### config.mk
export PLATFORM = sky130hd
export DESIGN_NAME = ws2812_frame_tx
export DESIGN_NICKNAME = d
export VERILOG_FILES = /design/src/rtl/ws2812_frame_tx.sv
export SDC_FILE = /design/constraint.sdc
export NUM_CORES = 1
export LEC_CHECK = 0
export CORE_ASPECT_RATIO = 0.9
export CORE_UTILIZATION = 30
export CTS_CLUSTER_DIAMETER = 30
export DETAILED_ROUTE_END_ITERATION = 8
export PLACE_DENSITY = 0.6
export REMOVE_ABC_BUFFERS = 1
export SLEW_MARGIN = 20
export SYNTH_ARGS = -nofsm -noshare
export SYNTH_HDL_FRONTEND = slang
export SYNTH_SLANG_ARGS = --single-unit
### constraint.sdc
create_clock -name clk -period 15.1 [get_ports clk]
set_clock_uncertainty 0.1 [all_clocks]
set_input_delay 3.02 -clock clk [delete_from_list [all_inputs] [get_ports clk]]
set_output_delay 3.02 -clock clk [all_outputs]
set_load 0.02 [all_outputs]
### src/rtl/ws2812_frame_tx.sv
// ws2812_frame_tx
//   Serializes a latched frame of NUM_LEDS 24-bit colours into the WS2812
//   single-wire bitstream, then holds the line low for the latch interval.
//
// Ports
//   clk    in   system clock
//   rst    in   synchronous, active-high reset
//   start  in   one-cycle transmit request (honoured only when idle)
//   frame  in   NUM_LEDS*24 colours; LED k at [24k+23:24k] as {R,G,B}
//   busy   out  high from the cycle after an accepted start until done
//   done   out  one-cycle pulse when the latch interval ends
//   ws     out  WS2812 data line, registered
module ws2812_frame_tx #(
  parameter int NUM_LEDS  = 7,
  parameter int BIT_CYC   = 15,
  parameter int T0H_CYC   = 4,
  parameter int T1H_CYC   = 9,
  parameter int RESET_CYC = 960
) (
  input  logic                    clk,
  input  logic                    rst,
  input  logic                    start,
  input  logic [NUM_LEDS*24-1:0]  frame,
  output logic                    busy,
  output logic                    done,
  output logic                    ws
);

  localparam int CYC_W = (BIT_CYC > 1) ? $clog2(BIT_CYC) : 1;
  localparam int LAT_W = $clog2(RESET_CYC + 1);
  localparam int LED_W = (NUM_LEDS > 1) ? $clog2(NUM_LEDS) : 1;

  localparam logic [CYC_W-1:0] BIT_LAST = CYC_W'(BIT_CYC - 1);
  localparam logic [CYC_W-1:0] T0H      = CYC_W'(T0H_CYC);
  localparam logic [CYC_W-1:0] T1H      = CYC_W'(T1H_CYC);
  localparam logic [LAT_W-1:0] LAT_END  = LAT_W'(RESET_CYC);
  localparam logic [LED_W-1:0] LED_LAST = LED_W'(NUM_LEDS - 1);

  localparam logic [1:0] IDLE  = 2'd0;
  localparam logic [1:0] SEND  = 2'd1;
  localparam logic [1:0] LATCH = 2'd2;

  logic [1:0]              state;
  logic [CYC_W-1:0]        cyc;
  logic [4:0]              bit_idx;
  logic [LED_W-1:0]        led_idx;
  logic [LAT_W-1:0]        lat_cnt;
  logic [NUM_LEDS*24-1:0]  shadow;
  logic [NUM_LEDS*24-1:0]  grb_frame;
  logic [23:0]             cur_word;
  logic                    cur_bit;
  logic [CYC_W-1:0]        high_cyc;
  logic                    accept;
  logic                    led_end;

  // Reorder each {R,G,B} word into wire order {G,R,B} so the shadow can be
  // sent MSB first straight out of the low 24 bits.
  // NOTE: every always_comb output gets a default first so no latch is inferred.
  always_comb begin
    grb_frame = '0;
    for (int k = 0; k < NUM_LEDS; k++) begin
      grb_frame[24*k +: 24] = {frame[24*k+8 +: 8], frame[24*k+16 +: 8], frame[24*k +: 8]};
    end
  end

  // The LED being sent always sits in the low word; the shadow shifts down
  // by one LED at each LED boundary.
  assign cur_word = shadow[23:0];
  assign cur_bit  = cur_word[bit_idx];
  assign high_cyc = cur_bit ? T1H : T0H;

  // A start seen while done is still high belongs to the finishing frame
  // and is dropped; the next cycle is the earliest accepted restart.
  assign accept  = (state == IDLE) && start && !done;
  assign led_end = (state == SEND) && (cyc == BIT_LAST) && (bit_idx == 5'd0);

  // NOTE: the frame shadow is pure datapath and is fully overwritten on every
  // accepted start, so it carries no reset.
  always_ff @(posedge clk) begin
    if (accept && !rst) begin
      shadow <= grb_frame;
    end else if (led_end) begin
      shadow <= shadow >> 24;
    end
  end

  // NOTE: sequential state uses non-blocking assignments only, so every
  // register sees the pre-edge values of the others.
  always_ff @(posedge clk) begin
    if (rst) begin
      state   <= IDLE;
      ws      <= 1'b0;
      busy    <= 1'b0;
      done    <= 1'b0;
      cyc     <= '0;
      bit_idx <= '0;
      led_idx <= '0;
      lat_cnt <= '0;
    end else begin
      done <= 1'b0;
      case (state)
        IDLE: begin
          ws   <= 1'b0;
          busy <= 1'b0;
          if (accept) begin
            state   <= SEND;
            cyc     <= '0;
            bit_idx <= 5'd23;
            led_idx <= '0;
          end
        end

        SEND: begin
          busy <= 1'b1;
          ws   <= (cyc < high_cyc);
          if (cyc == BIT_LAST) begin
            cyc <= '0;
            if (bit_idx == 5'd0) begin
              bit_idx <= 5'd23;
              if (led_idx == LED_LAST) begin
                state   <= LATCH;
                lat_cnt <= '0;
              end else begin
                led_idx <= led_idx + 1'b1;
              end
            end else begin
              bit_idx <= bit_idx - 1'b1;
            end
          end else begin
            cyc <= cyc + 1'b1;
          end
        end

        LATCH: begin
          ws <= 1'b0;
          // lat_cnt 0..RESET_CYC-1 are the low cycles; the RESET_CYC edge
          // raises done and drops busy together.
          if (lat_cnt == LAT_END) begin
            done  <= 1'b1;
            busy  <= 1'b0;
            state <= IDLE;
          end else begin
            lat_cnt <= lat_cnt + 1'b1;
          end
        end

        default: begin
          state <= IDLE;
          ws    <= 1'b0;
          busy  <= 1'b0;
        end
      endcase
    end
  end

endmodule

# Word level (Yosys, flattened, before mapping)
# Cells that the tools add are included.
# W data, S select, Z words.
[op_classes] add_sub_neg=4 order_cmp=2 n_eq_ne=12 mux=31 n_bitwise=2 n_reduce_logical=19
[ops] op="$mux W168" count=2
[ops] op="$mux W10" count=4
[ops] op="$pmux W10 S2" count=1
[ops] op="$mux W5" count=3
[ops] op="$reduce_and A5 Y1" count=3
[ops] op="$mux W3" count=4
[ops] op="$mux W4" count=3
[ops] op="$add A10 B1 Y10 const B" count=1
[ops] op="$eq A10 B10 Y1 const B" count=1
[ops] op="$mux W2" count=5
[ops] op="$pmux W5 S2" count=1
[ops] op="$ne A2 B2 Y1 const B" count=4
[ops] op="$pmux W4 S2" count=1
[ops] op="$lt A5 B6 Y1 const B" count=1
[ops] op="$ne A2 B1 Y1 const B" count=3
[ops] op="$pmux W2 S3" count=1
[ops] op="$pmux W3 S2" count=1
[ops] op="$reduce_bool A2 Y1" count=3
[ops] op="$bmux W1 S5" count=1
[ops] op="$logic_and A1 B1 Y1" count=5
[ops] op="$logic_not A5 Y1" count=1
[ops] op="$sub A5 B1 Y5 const B" count=1
[ops] op="$add A4 B1 Y4 const B" count=1
[ops] op="$eq A4 B4 Y1 const B" count=1
[ops] op="13 further kinds" count=18
[totals] register_bits=195 in_bits=171 output_inout_bits=3 word_cells=79

# Logic depth before layout (Yosys ltp)
# Gate-level depths: netlist of the first run.
[depth] ltp_word=5 mapped_depth=9 mapped_depth_nobuf=8

# Worst setup path before layout of the first run
# OpenSTA, ideal clock, no wires.
[synth_timing] kind="register to register" from="register bit_idx[0]" to="register shadow[0] (enable)" setup_ns=0.950 arrival_time_ns=13.820 required_time_ns=14.050 setup_slack_ns=0.229 stages_incl_launch_ff=6 n_path_buf=1 synth_period_minus_slack_ns=14.871 cell_sequence="dfxtp_1 > buf_1 > inv_1 > ha_1 > or4b_4 > o32ai_1"
[synth_via] elab_chain_cells=3
[synth_lines] item="start: declaration" line_no="45" rtl="logic [4:0] bit_idx;"
[synth_lines] item="start signal: assignment" line_no="127" rtl="bit_idx <= bit_idx - 1'b1;"
[synth_lines] item="$logic_not A5 Y1" line_no="75" rtl="assign led_end = (state == SEND) && (cyc == BIT_LAST) && (bit_idx == 5'd0);"
[synth_lines] item="$logic_and A1 B1 Y1" line_no="75"
[synth_lines] item="$reduce_bool A2 Y1 (no line)"
[synth_lines] item="end signal: assignment" line_no="81" rtl="shadow <= grb_frame;"
[synth_lines] item="end signal: assignment" line_no="83" rtl="shadow <= shadow >> 24;"
[synth_lines] item="end: declaration" line_no="48" rtl="logic [NUM_LEDS*24-1:0] shadow;"
# Every way passes these cells.
# A chain may end at the register's enable or synchronous reset.

# Final worst setup path of the first run
[layout_timing] from="input start" to="register shadow[126], data pin"
[layout_via] elab_chain_cells=4
[layout_lines] item="start: declaration" line_no="22" rtl="input logic start,"
[layout_lines] item="$logic_and A1 B1 Y1 (2 in a row)" line_no="74" rtl="assign accept = (state == IDLE) && start && !done;"
[layout_lines] item="$logic_and A1 B1 Y1" line_no="80" rtl="if (accept && !rst) begin"
[layout_lines] item="$mux W168" line_no="80"
# Every way passes these cells.

==> flow_summary.json, run 1 <==
{
  "outcome": "complete, but fails checks",
  "violations": "design-rule violations",
  "io_pins": 174,
  "ys.flop_type": "edfxtp_1",
  "r2r_setup_slack_ns": 11.19,
  "hpwl_mm": 10.8,
  "hold_buffers": 0,
  "end_kind": "register",
  "clk_pin_slew_ns": 0.08,
  "cpPeakStageDelay_ns": 0.79,
  "cellLeakagePower_nw": 3.79,
  "reg2reg_to": "shadow[126]",
  "avgRoutedWirePerCell_um": 15.7,
  "finalSetupViolations": 0,
  "rsz0062_at_grt": "no",
  "crit_path_max_fanout": 71,
  "cts_sinks": 195,
  "maxCapViolations": 0,
  "syn2layout_area_growth_pct": 31.9,
  "row_count": 58,
  "hold_viol_final": 0,
  "p_per_area_nw_per_um2": 108,
  "hold_class": "register to register",
  "root_buffer": "clkbuf_16",
  "routed_wl_mm": 17.1,
  "start_util_pct": 30.6,
  "ys_seq_elements": 195,
  "synth_cell_types": 52,
  "antenna_found_initial": 1,
  "yosysTopAreaCellShare_pct": 59.1,
  "hold_path_end": "led_idx[1]",
  "synthesis.area_um2": 8540,
  "numCtsBuffers": 17,
  "first_iter_violations": 279,
  "grt_pass1_wl_mm": 27.4,
  "hold_depth": 2,
  "vias_per_cell": 4.51,
  "critPathLaunchType": "input port",
  "syn_inst": 543,
  "die_h_um": 162,
  "async_reset_ff_share_pct": 0,
  "cts_resized": 0,
  "cpMostUsedCell": "buf_4",
  "cp_slowest_cell": "buf_4",
  "placed_cells": 1053,
  "seq_area_frac_synth_pct": 65.4,
  "cts_tree": "built",
  "synth_top_area_cell": "edfxtp_1",
  "drc_errors": 10,
  "dieArea_um2": 29200,
  "final.period_utilization_pct": 43.0,
  "period_minus_slack_ns": 6.50,
  "synth_area_per_cell_um2": 15.7,
  "clk_latency_ns": 0.44,
  "slew_violations": 0,
  "globalRouteOverflowTotal": 0,
  "fill_cells": 2545,
  "htreeDepth": 4,
  "die_w_um": 180,
  "grt.total_usage_pct": 12.3,
  "power.total_mw": 1.22,
  "nNetsFinal": 892,
  "ir_worst_vdd_uv": 75.3,
  "crit_arrival_ns": 6.59,
  "crit_type": "input port to register",
  "yosys_warnings": 0,
  "place_congestion": 0.701,
  "worst_slew_pin_slew_ns": 1.05,
  "ant_nets": 0,
  "fmax_ghz": 0.154,
  "crit_chain": "clkdlybuf4s50_1 > or4b_1 > nor2_4 > buf_4 > buf_4 > mux2_2",
  "synth_edf_count": 168,
  "relSlewSlack_pct": 30.1,
  "reg2regPathDepth": 5,
  "crit_required_ns": 15.19,
  "port_buffers": 173,
  "coreArea_um2": 27900,
  "holdCritStartpoint": "led_idx[1]",
  "grt_max_degree": 169,
  "drt-pass1-iter-count": 6,
  "rr_startpoint": "state[0]",
  "drive_gt1_share_pct": 26.3,
  "cts_setup_buffers": 0,
  "cts_buffer_depth": 2,
  "num_vias": 4897,
  "synth_area_leaders": "edfxtp_1, mux2_2, dfxtp_1",
  "stdcell_count": 1086,
  "grt_pass1_vias": 5014,
  "tns_ns": 0
}
-- through the flow --
step           area, um2  setup WS [ns]  util (%)  hold WS, ns
6_report           11300           8.60      40.3        0.383
5_1_grt            11300           8.38      40.3        0.413
4_1_cts            11300           8.54      40.3        0.389
3_5_place_dp       10700           8.10      38.1        0.377
3_3_place_gp       10700           8.07      38.1        0.363
2_1_floorplan       8400          0.351         -        0.346
-- cell usage in the layout (no fill, tap or decap), drive strengths merged, types with 2 or more instances in the layout --
cell type      Yosys  layout
or4                2       2
ha                 9       9
edfxtp           168     168
or4b               2       2
nor2b              2       2
nor2              27      27
nand2b             3       3
nand3b             2       2
a22oi              3       3
a31oi              2       2
dfxtp             27      27
mux2i              4       4
o21ai              8       8
and4               2       2
or3                4       4
nand2             11      11
o31ai              2       2
xnor2              3       3
mux4               3       3
o2111ai            3       3
clkdlybuf4s50      0     173
inv                9      16
nand4              2       2
nand3              8       8
clkbuf            10      17
nor3               5       5
xor2               6       6
buf               18       5
a21oi             12      12
and3              27      27
clkinv             0       8
mux2             146     146
-- sequential cells by signal, summed over array words and instances (netlist names) --
name	cells
lat_cnt	10
cyc	4
shadow	168
led_idx	3
state	2
done	1
bit_idx	5
busy	1
ws	1
-- critical path: cells and delay by family --
family,cells,cell delay (ns)
multiplexers,1,0.41
AND/OR/NAND/NOR,2,1.05
buffers and inverters,3,2.02
-- Yosys cell counts, types with 2 or more instances --
library cell	instances
and3_1	27
xor2_1	6
buf_2	9
xnor2_1	3
nand3b_1	2
buf_4	6
mux4_2	3
clkbuf_1	10
nand2b_1	3
inv_1	9
and4_1	2
buf_1	2
mux2_2	141
o21ai_0	7
nand4_1	2
nand2_1	11
nor3_1	5
a21oi_1	12
o2111ai_1	3
edfxtp_1	168
nor2_2	2
nand3_1	8
nor2_1	25
mux2i_1	4
mux2_1	5
nor2b_1	2
dfxtp_1	27
or3_1	4
ha_1	9
o31ai_1	2
a22oi_1	3
-- where the power goes --
group          leakage (nW)  switching, mW  total (mW)  internal (mW)
sequential             1.77        0.00967       0.627          0.617
combinational          1.73         0.0492       0.129         0.0794
clock                 0.294          0.236       0.462          0.225
-- how the worst max path moves through the flow --
| stage | slack (ns) | from | end | depth (start not counted) |
|---|---|---|---|---|
| after floorplan | 0.35 | bit_idx[0] | shadow[0] | 4 |
| after global placement | 8.07 | start | shadow[116] | 6 |
| after detailed placement | 8.10 | start | shadow[130] | 6 |
| after CTS | 8.54 | start | shadow[130] | 6 |
| after global routing | 8.38 | start | shadow[51] | 6 |
| final | 8.60 | start | shadow[126] | 6 |
-- layout make-up --
type / instances / area (um2) / area share [%]
diodes: 1 / 2.50 / 0.0222
clock buffers: 17 / 425 / 3.78
clock inverters: 15 / 181 / 1.61
inverters: 9 / 33.8 / 0.300
multi-input cells: 311 / 2810 / 24.9
flip-flops and latches: 195 / 5590 / 49.6
well taps: 360 / 450 / 4.00
repair buffers: 178 / 1780 / 15.8
-- layer usage --
| metal | global-route usage [%] | routed length, um |
|---|---|---|
| met4 | 3.80 | 170 |
| met3 | 5.20 | 1290 |
| met1 | 15.0 | 7510 |
| met5 | 0 | 0 |
| met2 | 19.7 | 8090 |
-- kinds of logic (layout without fill, tap and decap cells) --
family	Yosys count	count (layout)	synth area share (%)
flops	195	195	65.4
mux	153	153	20.5
simple gates	104	104	7.02
buf+inv	37	219	2.11
compound gates	36	36	2.74
fa+ha+maj	9	9	1.32
xor+xnor	9	9	0.923
other cells	0	1	0
No activity file was read; power rests on OpenSTA's default activity.
==> run 2, diff against run 1 <==
- PLACE_DENSITY: 0.6 -> 0.58
- clock period: 15.1 -> 6 ns (I/O delays scaled with it)
==> flow_summary.json, run 2 (same netlist as run 1, synthesis figures left out) <==
{
  "routed_wl_mm": 17.1,
  "crit_type": "input port to register",
  "cts_buffer_depth": 2,
  "crit_required_ns": 5.97,
  "worst_slack_ns": 2.38,
  "avgRoutedWirePerCell_um": 15.8,
  "outcome": "complete, but fails checks",
  "tns_ns": 0,
  "hold_viol_final": 0,
  "slew_violations": 0,
  "n_antenna_cell": 0,
  "drive_gt1_share_pct": 26.5,
  "end_kind": "register",
  "place_congestion": 0.723,
  "largest_register": "shadow",
  "cts_resized": 0,
  "cts_tree": "built",
  "finalSetupViolations": 0,
  "htreeDepth": 4,
  "start_util_pct": 30.6,
  "num_vias": 4893,
  "violations": "design-rule violations",
  "first_iter_violations": 298,
  "vias_per_cell": 4.51,
  "dp_slack_ns": 1.92,
  "coreArea_um2": 27900,
  "grt.total_usage_pct": 12.4,
  "reg2regPathDepth": 5,
  "largest_register_ffs": 168,
  "numCtsBuffers": 17,
  "worst_slew_pin_slew_ns": 1.01,
  "final_common_cell": "clkdlybuf4s50_1",
  "cts_sinks": 195,
  "rr_startpoint": "bit_idx[0]",
  "final_cell_mix": "clkdlybuf4s50_1, edfxtp_1, mux2_2",
  "p_per_area_nw_per_um2": 274,
  "hpwl_mm": 10.8,
  "row_count": 58,
  "hold_path_end": "led_idx[1]",
  "antenna_found_initial": 1,
  "die_h_um": 162,
  "period_minus_slack_ns": 3.62,
  "ir_worst_vdd_uv": 186,
  "r2r_setup_slack_ns": 2.53,
  "clk_pin_slew_ns": 0.08,
  "globalRouteOverflowTotal": 0,
  "root_buffer": "clkbuf_16",
  "die_w_um": 180,
  "critPathLaunchType": "input port",
  "grt_max_degree": 145,
  "port_buffers": 173,
  "ant_nets": 0,
  "reg2reg_to": "shadow[167]",
  "syn2layout_area_growth_pct": 32.2,
  "crit_arrival_ns": 3.60,
  "clk_latency_ns": 0.44,
  "nNetsFinal": 892,
  "dieArea_um2": 29200,
  "largestRegisters": "shadow x168, lat_cnt x10, bit_idx x5",
  "maxCapViolations": 0,
  "place_area_um2": 10700,
  "crit_path_max_fanout": 109,
  "cts_setup_buffers": 0,
  "drc_errors": 4,
  "grt_pass1_vias": 5075,
  "fmax_ghz": 0.276,
  "holdCritStartpoint": "led_idx[1]",
  "cellLeakagePower_nw": 3.80,
  "grt_pass1_wl_mm": 27.7,
  "final.period_utilization_pct": 60.4,
  "final_util_pct": 40.4,
  "hold_buffers": 0,
  "drt-pass1-iter-count": 6,
  "rsz0062_at_grt": "no",
  "io_pins": 174,
  "relSlewSlack_pct": 32.4,
  "hold_class": "register to register",
  "hold_depth": 2,
  "fill_cells": 2549,
  "design_area_um2": 11300
}
run 2: metrics by stage:
stage / std cells / hold WS, ns / power, mW
after detailed placement: 1053 / 0.376 / 1.94
after floorplan: 515 / 0.346 / 1.80
after global placement: 1053 / 0.361 / 1.94
after CTS: 1085 / 0.387 / 3.14
final: 1085 / 0.386 / 3.09
after global routing: 1085 / 0.412 / 3.22
run 2: critical path, cell delays in order:
cell	delay (ns)
clkdlybuf4s50_1	0.47
or4b_1	0.62
o32ai_4	0.62
buf_12	0.49
run 2: cell type report:
cell class | instances | area [um2] | share of cell area, %
clock inverters | 15 | 193 | 1.71
clock buffers | 17 | 425 | 3.77
flip-flops and latches | 195 | 5590 | 49.5
well taps | 360 | 450 | 3.99
inverters | 9 | 33.8 | 0.299
repair buffers | 178 | 1790 | 15.9
multi-input cells | 311 | 2810 | 24.9
run 2: layer usage:
metal,routed length (um),GRT usage (%)
met5,0,0
met4,150,3.33
met3,1300,5.49
met2,8420,20.4
met1,7260,14.6
run 2: how the worst max path moves through the flow:
stage	start	to	slack (ns)	depth (start not counted)
2_1_floorplan	bit_idx[0]	shadow[0]	-8.75	4
3_3_place_gp	start	shadow[164]	1.92	4
3_5_place_dp	start	shadow[70]	1.92	4
4_1_cts	start	shadow[17]	2.39	4
5_1_grt	start	shadow[103]	2.27	4
6_report	start	shadow[167]	2.38	4
run 2: report_power, final:
part	leakage (nW)	internal (mW)	switching (mW)
clock network	0.296	0.577	0.612
registers	1.77	1.55	0.0238
logic	1.74	0.202	0.125
==> run 3, diff against run 2 <==
- clock period: 6 -> 3.35 ns (I/O delays scaled with it)
==> flow_summary.json, run 3 (same netlist as run 1, synthesis figures left out) <==
{
  "outcome": "complete, but fails checks",
  "violations": "design-rule violations",
  "grt.total_usage_pct": 12.3,
  "avgRoutedWirePerCell_um": 15.9,
  "coreArea_um2": 27900,
  "htreeDepth": 4,
  "slew_violations": 0,
  "routed_wl_mm": 17.4,
  "power_frac_seq_pct": 52.8,
  "port_buffers": 173,
  "hpwl_mm": 12.0,
  "holdCritStartpoint": "led_idx[1]",
  "drive_gt1_share_pct": 26.7,
  "clk_latency_ns": 0.43,
  "swShare_pct": 21.6,
  "final_cell_mix": "clkdlybuf4s50_1, edfxtp_1, mux2_2",
  "p_int_mw": 4.19,
  "critPathLaunchType": "register",
  "switching_power_mw": 1.16,
  "syn2layout_area_growth_pct": 33.0,
  "start_util_pct": 30.6,
  "antenna_found_initial": 0,
  "numCtsBuffers": 17,
  "hold_viol_final": 0,
  "rr_startpoint": "bit_idx[0]",
  "worst_slew_pin_slew_ns": 0.513,
  "grt_pass1_wl_mm": 27.5,
  "drc_errors": 4,
  "end_kind": "register",
  "nNetsFinal": 904,
  "finalSetupViolations": 0,
  "cts_sinks": 195,
  "ir_worst_vdd_uv": 253,
  "relSlewSlack_pct": 65.8,
  "io_pins": 174,
  "period_minus_slack_ns": 2.65,
  "crit_required_ns": 3.62,
  "crit_arrival_ns": 2.92,
  "cellLeakagePower_nw": 3.82,
  "die_w_um": 180,
  "row_count": 58,
  "ant_nets": 0,
  "cts_tree": "built",
  "tns_ns": 0,
  "die_h_um": 162,
  "final.period_utilization_pct": 79.1,
  "cts_resized": 0,
  "hold_class": "register to register",
  "placed_cells": 1065,
  "crit_type": "register to register",
  "root_buffer": "clkbuf_16",
  "rsz0062_at_grt": "no",
  "cts_buffer_depth": 2,
  "crit_path_max_fanout": 7,
  "drt-pass1-iter-count": 8,
  "n_antenna_cell": 0,
  "place_congestion": 0.752,
  "first_iter_violations": 272,
  "largestRegisters": "shadow x168, lat_cnt x10, bit_idx x5",
  "grt_max_degree": 50,
  "globalRouteOverflowTotal": 0,
  "p_per_area_nw_per_um2": 471,
  "clkPwrFrac_pct": 35.8,
  "num_vias": 4989,
  "fmax_ghz": 0.377,
  "dieArea_um2": 29200,
  "largest_register_ffs": 168,
  "grt_pass1_vias": 5020,
  "hold_buffers": 0,
  "p_comb_share_pct": 11.4,
  "worstSetupStartpoint": "bit_idx[0]",
  "maxCapViolations": 0,
  "clk_pin_slew_ns": 0.07,
  "largest_register": "shadow",
  "vias_per_cell": 4.55,
  "cts_setup_buffers": 0,
  "stdcell_count": 1097,
  "final_common_cell": "clkdlybuf4s50_1"
}
==> run 3: cell count changes in the layout (fill, tap and decap cells not counted) <==
cell	change
buf_12	+5
clkinv_2	+1
inv_12	-3
inv_8	-4
buf_4	+7
clkinvlp_4	+3
clkinv_8	-4
bufinv_16	+1
clkbuf_1	+7
inv_6	-1
==> run 3: final cells by class <==
| class | instances | area [um2] |
|---|---|---|
| clock buffers | 24 | 452 |
| clock inverters | 8 | 82.6 |
| fillers | 2525 | 16600 |
| inverters | 9 | 33.8 |
| multi-input cells | 311 | 2810 |
| flip-flops and latches | 195 | 5590 |
| well taps | 360 | 450 |
| repair buffers | 190 | 1950 |
==> run 3: path summary, 6_finish.rpt <==
check                                   to  slack [ns]  cells after the start
worst max-delay path                    ws        0.70                      8
worst min-delay path            led_idx[1]        0.40                      2
worst max register to register          ws        0.70                      8
worst min register to register  led_idx[1]        0.40                      2
==> run 3: power groups by stage <==
| stage | sequential, mW | clock, mW | combinational [mW] |
|---|---|---|---|
| final | 2.82 | 1.91 | 0.612 |
| after global routing | 2.83 | 2.07 | 0.669 |
| after floorplan | 2.91 | 0 | 0.310 |
| after detailed placement | 2.88 | 0 | 0.620 |
| after CTS | 2.82 | 1.98 | 0.625 |
| after global placement | 2.87 | 0 | 0.612 |
==> run 3: metrics by stage <==
step / util [%] / setup WS, ns / area (um2) / hold slack, ns / power [mW]
6_report: 40.6 / 0.699 / 11400 / 0.395 / 5.35
5_1_grt: 40.6 / 0.500 / 11400 / 0.422 / 5.58
4_1_cts: 40.6 / 0.666 / 11400 / 0.397 / 5.43
3_5_place_dp: 38.7 / 0.309 / 10800 / 0.390 / 3.50
3_3_place_gp: 38.7 / 0.313 / 10800 / 0.363 / 3.49
2_1_floorplan: - / -11.40 / 8400 / 0.346 / 3.22
==> run 3: layer usage <==
layer  up-vias  part of all wire, %  global-route usage, %
met5         -                    0                      0
met4         0                  1.2                   3.76
met2       113                   48                   19.9
met3        16                  7.0                   4.46
met1      2401                   44                   15.3
li1       2459                    -                      -
==> run 3: critical path, cell delays in order, from the launching register on <==
cell and delay (ns):
dfxtp_1 0.58, mux4_2 0.35, nor2_1 0.05, or4_2 0.62, nand3_1 0.19, ha_1 0.27
o21a_1 0.10, o21ai_0 0.15, o211a_1 0.17
